**src/rtl/seq_csel_sub.sv**
```systemverilog
`default_nettype none
// +--------------------------------------------------------------------------+
// | Module  : seq_csel_sub                                                   |
// | Brief   : 8-bit sequential subtractor, two 4-bit carry-select slices     |
// |           computing a + ~b + ~bin; signed overflow under CSEL_SUB_OVF_EN |
// | Revision: 1.0                                                            |
// +--------------------------------------------------------------------------+
module seq_csel_sub (
  input  logic       clk,
  input  logic       rst_n,
  input  logic       in_valid,
  output logic       in_ready,
  input  logic [7:0] a,
  input  logic [7:0] b,
  input  logic       bin,
  output logic       out_valid,
  input  logic       out_ready,
  output logic [7:0] diff,
  output logic       bout
`ifdef CSEL_SUB_OVF_EN
  ,
  output logic       ovf
`endif
);

  localparam logic [1:0] S_IDLE = 2'd0;
  localparam logic [1:0] S_LO   = 2'd1;
  localparam logic [1:0] S_HI   = 2'd2;
  localparam logic [1:0] S_DONE = 2'd3;

  logic [1:0] r_state;
  logic [1:0] w_state_nxt;
  logic       r_run;
  logic [7:0] r_a;
  logic [7:0] r_b;
  logic       r_bin;
  logic       r_c_lo;
  logic [7:0] r_diff;
  logic       r_bout;
  logic       w_accept;
  logic [4:0] w_lo0;
  logic [4:0] w_lo1;
  logic [4:0] w_lo;
  logic [4:0] w_hi0;
  logic [4:0] w_hi1;
  logic [4:0] w_hi;

  // Both carry-in variants of each slice; the select picks one.
  assign w_lo0 = {1'b0, r_a[3:0]} + {1'b0, ~r_b[3:0]};
  assign w_lo1 = {1'b0, r_a[3:0]} + {1'b0, ~r_b[3:0]} + 5'd1;
  assign w_lo  = r_bin ? w_lo0 : w_lo1;
  assign w_hi0 = {1'b0, r_a[7:4]} + {1'b0, ~r_b[7:4]};
  assign w_hi1 = {1'b0, r_a[7:4]} + {1'b0, ~r_b[7:4]} + 5'd1;
  assign w_hi  = r_c_lo ? w_hi1 : w_hi0;

  assign w_accept = in_ready && in_valid;

  // in_ready stays low until the first edge after reset release.
  always_ff @(posedge clk or negedge rst_n) begin
    if (!rst_n) begin
      r_run <= 1'b0;
    end else begin
      r_run <= 1'b1;
    end
  end

  always_ff @(posedge clk or negedge rst_n) begin
    if (!rst_n) begin
      r_state <= S_IDLE;
    end else begin
      r_state <= w_state_nxt;
    end
  end

  always_comb begin
    w_state_nxt = r_state;
    case (r_state)
      S_IDLE:  if (w_accept) w_state_nxt = S_LO;
      S_LO:    w_state_nxt = S_HI;
      S_HI:    w_state_nxt = S_DONE;
      S_DONE:  if (out_ready) w_state_nxt = S_IDLE;
      default: w_state_nxt = S_IDLE;
    endcase
  end

  always_comb begin
    in_ready  = r_run && (r_state == S_IDLE);
    out_valid = (r_state == S_DONE);
  end

  always_ff @(posedge clk or negedge rst_n) begin
    if (!rst_n) begin
      r_a    <= 8'h00;
      r_b    <= 8'h00;
      r_bin  <= 1'b0;
      r_c_lo <= 1'b0;
      r_diff <= 8'h00;
      r_bout <= 1'b0;
    end else if (w_accept) begin
      r_a   <= a;
      r_b   <= b;
      r_bin <= bin;
    end else if (r_state == S_LO) begin
      r_diff[3:0] <= w_lo[3:0];
      r_c_lo      <= w_lo[4];
    end else if (r_state == S_HI) begin
      r_diff[7:4] <= w_hi[3:0];
      r_bout      <= ~w_hi[4];
    end
  end

`ifdef CSEL_SUB_OVF_EN
  logic r_ovf;

  // Uses the freshly computed sign bit of the high slice.
  always_ff @(posedge clk or negedge rst_n) begin
    if (!rst_n) begin
      r_ovf <= 1'b0;
    end else if (r_state == S_HI) begin
      r_ovf <= (r_a[7] != r_b[7]) && (w_hi[3] != r_a[7]);
    end
  end

  assign ovf = r_ovf;
`endif

  assign diff = r_diff;
  assign bout = r_bout;

endmodule
`default_nettype wire

```
**config.mk**
```make
export PLATFORM = sky130hd
export DESIGN_NAME = seq_csel_sub
export DESIGN_NICKNAME = d
export VERILOG_FILES = /design/src/rtl/seq_csel_sub.sv
export SDC_FILE = /design/constraint.sdc
export NUM_CORES = 1
export LEC_CHECK = 0
export CELL_PAD_IN_SITES_DETAIL_PLACEMENT = 2
export CELL_PAD_IN_SITES_GLOBAL_PLACEMENT = 2
export CORE_MARGIN = 4
export CORE_UTILIZATION = 35
export DETAILED_ROUTE_END_ITERATION = 8
export PLACE_DENSITY = 0.8
export SYNTH_ARGS = -nofsm -noshare
export SYNTH_HDL_FRONTEND = slang
export SYNTH_SLANG_ARGS = --single-unit
```
**constraint.sdc**
```tcl
create_clock -name clk -period 5.3 [get_ports clk]
set_input_delay 0.795 -clock clk [delete_from_list [all_inputs] [get_ports clk]]
set_output_delay 0.795 -clock clk [all_outputs]
set_load 0.01 [all_outputs]
```
; Word level (Yosys, flattened, before mapping)
; Cells that the tools add are included.
[totals]
romBits = 0
out_inout_bits = 11
in_bits = 21
mem_bits_rw = 0
n_memories = 0
word_cells = 34
latchBits = 0
reg_bits = 30
[classes]
addsub = 4
n_reduce_logical = 6
div = 0
n_eq_ne = 5
n_shift = 0
n_bitwise = 5
mul = 0
n_lt_le_gt_ge = 0
mux = 5
[op_table]
columns = operator, n
row1 = $add 4x4->5, 2
row2 = $add 5x1->5 const B, 2
row3 = $mux 5, 2
row4 = $not 4->4, 2
row5 = $pmux 2 s4, 1
row6 = $eq 2x2->1 const B, 2
row7 = $mux 2, 2
row8 = $reduce_and 2->1, 2
row9 = $not 1->1, 3
row10 = $reduce_and 3->1, 1
row11 = $eq 2x1->1 const B, 1
row12 = $logic_and 1x1->1, 2
row13 = $logic_not 2->1, 1
row14 = $ne 2x1->1 const B, 1
row15 = $ne 2x2->1 const B, 1

; Depth between registers and ports, before layout
; Gate-level depths: netlist of the first run.
[depth]
word_depth = 5
ltp_mapped = 8
ltp_nobuf = 8

; Worst setup path after synthesis of the first run
; Ideal clock, no wire load.
[synth_path]
kind = reg-to-reg
start = register r_a[4]
end = register r_bout (netlist: bout)
slack_ns = 3.053
required_time_ns = 5.218
stages_incl_launch_ff = 8
setup_time_ns = 0.082
path_buffers = 0
period_less_slack_ns = 2.247
arrival_time_ns = 2.165
cell_sequence = dfrtp_1 > ha_1 > fa_1 > ha_1 > nand2_1 > or2_1 > or4_1 > a31oi_1
[synth_via]
elab_chain_cells = 4
[synth_rtl]
columns = item, line
row1 = start: declaration, 34  ; logic [7:0] r_a;
row2 = start signal: assignment, 93  ; r_a <= 8'h00;
row3 = start signal: assignment, 100  ; r_a <= a;
row4 = $add 4x4->5 *, "52, 53"
row5 = $add 5x1->5, 53  ; assign w_hi1 = {1'b0, r_a[7:4]} + {1'b0, ~r_b[7:4]} + 5'd1;
row6 = $mux 5 *, 54  ; assign w_hi = r_c_lo ? w_hi1 : w_hi0;
row7 = $not 1->1 *, 108  ; r_bout <= ~w_hi[4];
row8 = end signal: assignment, 108
row9 = end: declaration, 39  ; logic r_bout;
; Every way passes the cells marked *; elsewhere a longest branch is shown, timed or not.
; A chain may end at the register's enable or synchronous reset.

; Worst setup path after layout of the first run
[layout_path]
start = register r_state[0]
end = output in_ready
[layout_via]
elab_chain_cells = 2
[layout_rtl]
columns = item, line
row1 = start: declaration, 31  ; logic [1:0] r_state;
row2 = start signal: assignment, 71  ; r_state <= w_state_nxt;
row3 = $logic_not 2->1, 87  ; in_ready = r_run && (r_state == S_IDLE);
row4 = $logic_and 1x1->1, 87
row5 = end: declaration, 12  ; output logic in_ready,
; No other way between the ends.

==> qor.yml, run 1 <==
timing:
  min_period_ps: 2480
  finalCritPeriodShare_pct: 46.8
  hold_violations: 0
  maxSlewViolCount: 0
  fmax_mhz: 403
  fin_setup_tns_ps: 0
  finalClockSkew_ps: 5.31
  setup_viol: 0
  relSlewSlack_pct: 51.0
  worstMarginPinSlew_ps: 734
  rsz0062_at_grt: "false"
global_route:
  grt_first_pass_wirelength_mm: 6.48
  track_usage_pct: 13.6
  grt_max_degree: 31
  antenna_found_initial: 0
  grt_pass1_vias: 1399
  grt_overflow: 0
floorplanning:
  row_count: 24
  start_util_pct: 36.8
  io_pins: 32
  dieArea_mm2: 0.00579
  die_w_um: 76.1
  core_area_mm2: 0.00441
  die_y_um: 76.1
clock_tree:
  hold_buffers: 0
  clock_sinks: 30
  cts.path.max_buffers: 2
  ctsResizeCount: 0
  cts_made_buffers: 5
  clockRootBuffer: "clkbuf_8"
  postCtsSetupRepairBufs: 0
  clock_latency_ps: 280
  htreeDepth: 2
  cts_tree: "yes"
  clk_pin_slew_ps: 60
cells_and_area:
  stdcell_count: 233
  fin_nets: 218
  area_growth_pct: 29.6
  layout-drive-gt1-share_pct: 16.6
  fill_cells: 460
  antenna_cells: 0
setup_path:
  cp-start-kind: "flip-flop"
  path_cells: "inv_1, ha_1, and2_1, clkdlybuf4s50_1"
  cpPeakStageDelay_ps: 540
  crit-reg2reg-launch: "r_a[4]"
  critical_path_class: "reg2out"
  cp_top_family: "buffers and inverters"
  critPathMaxFanout: 4
  worstPathBufferInverterCount: 2
  r2r_slack_ps: 2820
  cp-end-kind: "output port"
  required_ps: 4510
  r2r_cells: 7
  crit_slowest_cell: "clkdlybuf4s50_1"
  cp.arrival_ps: 1690
  regToRegEndpoint: "bout"
routing:
  vias: 1199
  finalWirelength_mm: 3.62
  drt_pass1_iterations: 4
  first_iter_violations: 17
  viasPerCell: 5.15
  drc: 0
  ant_nets: 0
  post_drt_wl_per_cell_um: 15.5
synthesis:
  seq_area_frac_synth_pct: 46.2
  synth_area_mm2: 0.00162
  yosys_warnings: 0
  syn-num-nets: 182
  synth.distinct_cells: 32
  yosys.area.top_type: "dfrtp_1"
  syn_inst: 144
  ys_ff_latch: 30
  avgSynthCellArea_um2: 11.3
  synth_top_area_share_pct: 46.2
  synth_area_leaders: "dfrtp_1 (46%), mux2_2 (13%), ha_1 (12%)"
placement:
  io_buffers: 31
  dp_cells: 225
  gp_congestion: 0.703
  dp_hpwl_mm: 2.82
run_status:
  outcome: "finished, final reports clean"
flow_run:
  maxCapViolCount: 0
power:
  power.leakage_nw: 0.937
  ir_drop_mv: 0.216
  powerDensity_mw_per_mm2: 707
min_path:
  min_path_type: "reg2reg"
  whs_endpoint: "r_b[3]"
  hold_depth: 1
  hold_path.startpoint: "r_b[3]"
[metrics by stage]
stage | worst slack [ps] | cell area [um2] | hold WS (ps) | total power [mW] | util [%]
after floorplan | 3050 | 1620 | 479 | 1.01 | -
after global placement | 2970 | 1990 | 489 | 1.20 | 45.2
after detailed placement | 2870 | 1990 | 501 | 1.28 | 45.2
after CTS | 2780 | 2100 | 515 | 1.52 | 47.7
after global routing | 2700 | 2100 | 537 | 1.66 | 47.7
final | 2820 | 2100 | 510 | 1.49 | 47.7
[Yosys cell counts (all sizes together)]
cell    instances
or3             2
or4             2
and3            1
fa              2
nand3           4
conb            1
dfrtp          30
nor2            7
inv            11
buf             1
o31ai           1
ha             15
nor2b           4
nand2           6
clkbuf          2
nand2b          1
o21ai           5
a21o            1
mux2           19
a21oi           9
nand3b          1
or2             1
xnor2           5
and2            1
o211ai          1
nor3            1
and3b           1
o21bai          1
a31o            1
a31oi           4
mux2i           2
a21boi          1
[metal layers]
| metal | vias up | GRT usage (%) | share of wire, % |
|---|---|---|---|
| met4 | 0 | 4.20 | 1.4 |
| met3 | 6 | 4.02 | 4.6 |
| met5 | - | 0 | 0 |
| li1 | 571 | - | - |
| met2 | 24 | 22.7 | 51 |
| met1 | 598 | 16.7 | 43 |
[registers in the layout, indices dropped and copies added (netlist names)]
register	flops
diff	8
r_a	8
r_b	8
r_state	2
bout	1
r_bin	1
r_c_lo	1
r_run	1
[where the power goes]
part | internal [mW] | total [mW] | switching (mW)
combinational | 0.426 | 0.851 | 0.425
sequential | 0.346 | 0.423 | 0.0774
clock | 0.131 | 0.215 | 0.0835
[how the worst max path moves through the flow]
stage,startpoint,to,cells past startpoint
4_1_cts,r_state[0],in_ready,4
3_3_place_gp,r_a[4],bout,7
2_1_floorplan,r_a[4],bout,7
3_5_place_dp,r_a[4],bout,7
5_1_grt,r_a[4],bout,7
6_report,r_state[0],in_ready,4
[cell families (layout without fill, tap and decap cells)]
logic type	Yosys count	after routing	synth area share (%)
AO/OA/AOI/OAI	24	24	8.78
XOR/XNOR	5	5	2.70
adder cells (fa/ha/maj)	17	17	14.0
buffers and inverters	14	51	3.31
flip-flops	30	30	46.2
multiplexers	21	21	14.4
other	1	1	0.231
AND/OR/NAND/NOR	32	32	10.3
[placed cells by master (no fill, tap or decap), types with 2 or more instances in the layout]
cell type        count
a21oi_1              9
a31oi_1              4
clkbuf_8             8
clkdlybuf4s50_1     31
dfrtp_1             30
fa_1                 2
ha_1                15
inv_1               11
mux2_2              19
mux2i_1              2
nand2_1              6
nand3_1              4
nor2_1               7
nor2b_1              4
o21ai_0              5
or3_1                2
or4_1                2
xnor2_1              5
[area by class of cell]
class	instances	area, um2	area share (%)
Timing Repair Buffer	32	318	15.1
Multi-Input combinational cell	100	820	38.9
Clock buffer	8	110	5.23
Inverter	11	41.3	1.96
Tap cell	52	65.1	3.09
Sequential cell	30	751	35.7
Power figures use the tool's default switching activity.
==> run 2: changes to the inputs <==
- CORE_UTILIZATION: 35 -> 33
- PLACE_DENSITY: 0.8 -> 0.76
- clock period: 5.3 -> 2.46 ns (I/O delays scaled with it)
==> run 2 against run 1 <==
Compared with the run above: register-to-register slack lost 2700 ps; non-clock buffer count grew 3; cell count grew 7.7%; hold slack lost 28 ps; cell area grew 1.7%; worst setup slack lost 2700 ps; core utilization shrank 2.6 points; sequential power grew 120%; critical path depth grew 4; critical endpoint is now bout; largest cell class unchanged; highest routed layer unchanged.
==> qor.yml, run 2 (synthesis gave the netlist of run 1 again) <==
floorplanning:
  die_y_um: 78.2  # +2.7%
  die_w_um: 78.2  # +2.7%
  start_util_pct: 34.2  # -2.6 points
  row_count: 25  # +4.2%
  io_pins: 32  # unchanged
  core_area_mm2: 0.00475  # +7.7%
  dieArea_mm2: 0.00611  # +5.4%
setup_path:
  crit_slowest_cell: "fa_1"
  cpPeakStageDelay_ps: 560  # +20 ps
  critical_path_class: "reg2reg"
  critPathMaxFanout: 3  # -1
  cp-start-kind: "flip-flop"
  critPathMostFrequentCell: "ha_2"
  worstPathBufferInverterCount: 1  # -1
  cp_top_family: "adder cells"
  required_ps: 2660  # -1850 ps
  cp.arrival_ps: 2560  # +870 ps
  cp-end-kind: "flip-flop"
  path_cells: "inv_1, ha_2, fa_1, ha_2, nand2_2, or2_4, or4_4, a31oi_1"
routing:
  drt_pass1_iterations: 2  # -2
  ant_nets: 0  # unchanged
  finalWirelength_mm: 3.86  # +6.7%
  vias: 1210  # +0.92%
  drc: 0  # unchanged
  post_drt_wl_per_cell_um: 15.4  # -0.91%
  first_iter_violations: 37  # +20
  viasPerCell: 4.82  # -6.3%
clock_tree:
  hold_buffers: 0  # unchanged
  cts.path.max_buffers: 2  # unchanged
  clockRootBuffer: "clkbuf_8"
  clk_pin_slew_ps: 70  # about the same
  clock_sinks: 30  # unchanged
  cts_made_buffers: 5  # unchanged
  clock_latency_ps: 280  # about the same
  cts_tree: "yes"
  htreeDepth: 2  # unchanged
min_path:
  min_path_type: "in2async"
global_route:
  grt_max_degree: 31  # unchanged
  grt_first_pass_wirelength_mm: 6.75  # +4.2%
  track_usage_pct: 14.4  # +0.87 points
  antenna_found_initial: 0  # unchanged
  grt_overflow: 0  # unchanged
  grt_pass1_vias: 1437  # +2.7%
cells_and_area:
  final_util_pct: 45.0  # -2.6 points
  stdcell_count: 251  # +7.7%
  layout-drive-gt1-share_pct: 20.1  # +3.5 points
  area_growth_pct: 31.8
  layout_common_cells: "clkdlybuf4s50_1 (31), dfrtp_1 (30), mux2_2 (19)"
  layout_commonest_cell: "clkdlybuf4s50_1"
  fin_nets: 221  # +1.4%
  final_area_mm2: 0.00214  # +1.7%
  antenna_cells: 0  # unchanged
timing:
  maxSlewViolCount: 0  # unchanged
  min_period_ps: 2360
  rsz0062_at_grt: "true"
  fmax_mhz: 424
  finalCritPeriodShare_pct: 95.9
  whs_ps: 482  # -28.3 ps
  setup_viol: 0  # unchanged
  finalClockSkew_ps: 4.43  # -0.885 ps
  fin_setup_tns_ps: 0  # unchanged
  hold_violations: 0  # unchanged
  timing.final.ws_setup_ps: 102  # -2720 ps
placement:
  dp_cells: 241  # +7.1%
  dp_hpwl_mm: 3.04  # +7.6%
  placed_area_mm2: 0.00202  # +1.3%
  gp_congestion: 0.722  # +2.7%
  place_ws_ps: 64.5  # -2800 ps
  io_buffers: 31  # unchanged
power:
  ir_drop_mv: 0.528  # +140%
  power.total_mw: 3.24  # +120%
  powerDensity_mw_per_mm2: 1510  # +110%
  power.leakage_nw: 0.941  # +0.47%
flow_run:
  maxCapViolCount: 0  # unchanged
run_status:
  outcome: "finished, final reports clean"
[run 2: layout make-up]
cell class	count	area [um2]
Timing Repair Buffer	35	340
Sequential cell	30	751
Multi-Input combinational cell	100	833
Fill cell	521	2610
Tap cell	67	83.8
Inverter	11	41.3
Clock buffer	7	86.3
Clock inverter	1	5.00
[run 2: path summary, 6_finish.rpt]
| kind | cells after the start | from | slack, ps | to |
|---|---|---|---|---|
| worst min-delay path | 2 | rst_n | 480 | r_b[2] |
| worst max register to register | 8 | r_b[4] | 100 | bout |
| worst max-delay path | 8 | r_b[4] | 100 | bout |
| max in group asynchronous | 2 | rst_n | 1690 | bout |
| min in group clk | 1 | r_b[2] | 510 | r_b[2] |
| worst min register to register | 1 | r_b[2] | 510 | r_b[2] |
[run 2: what timing repair did]
action | 4_1_cts | 5_1_grt
resized for setup | 0 | 5
setup endpoints to repair | 0 | 1
buffers inserted | 0 | 2
[run 2: power by group]
group | switching, mW | total (mW) | leakage (nW) | internal [mW]
sequential | 0.167 | 0.912 | 0.351 | 0.746
clock | 0.184 | 0.410 | 0.0482 | 0.225
combinational | 0.938 | 1.92 | 0.541 | 0.977
total | 1.29 | 3.24 | 0.941 | 1.95
[run 2: routing by layer]
metal,global-route usage [%],routed length (um),up-vias
met1,15.8,1610,601
li1,-,-,576
met3,4.01,161,6
met4,5.77,69,0
met2,26.1,2020,27
met5,0,0,-
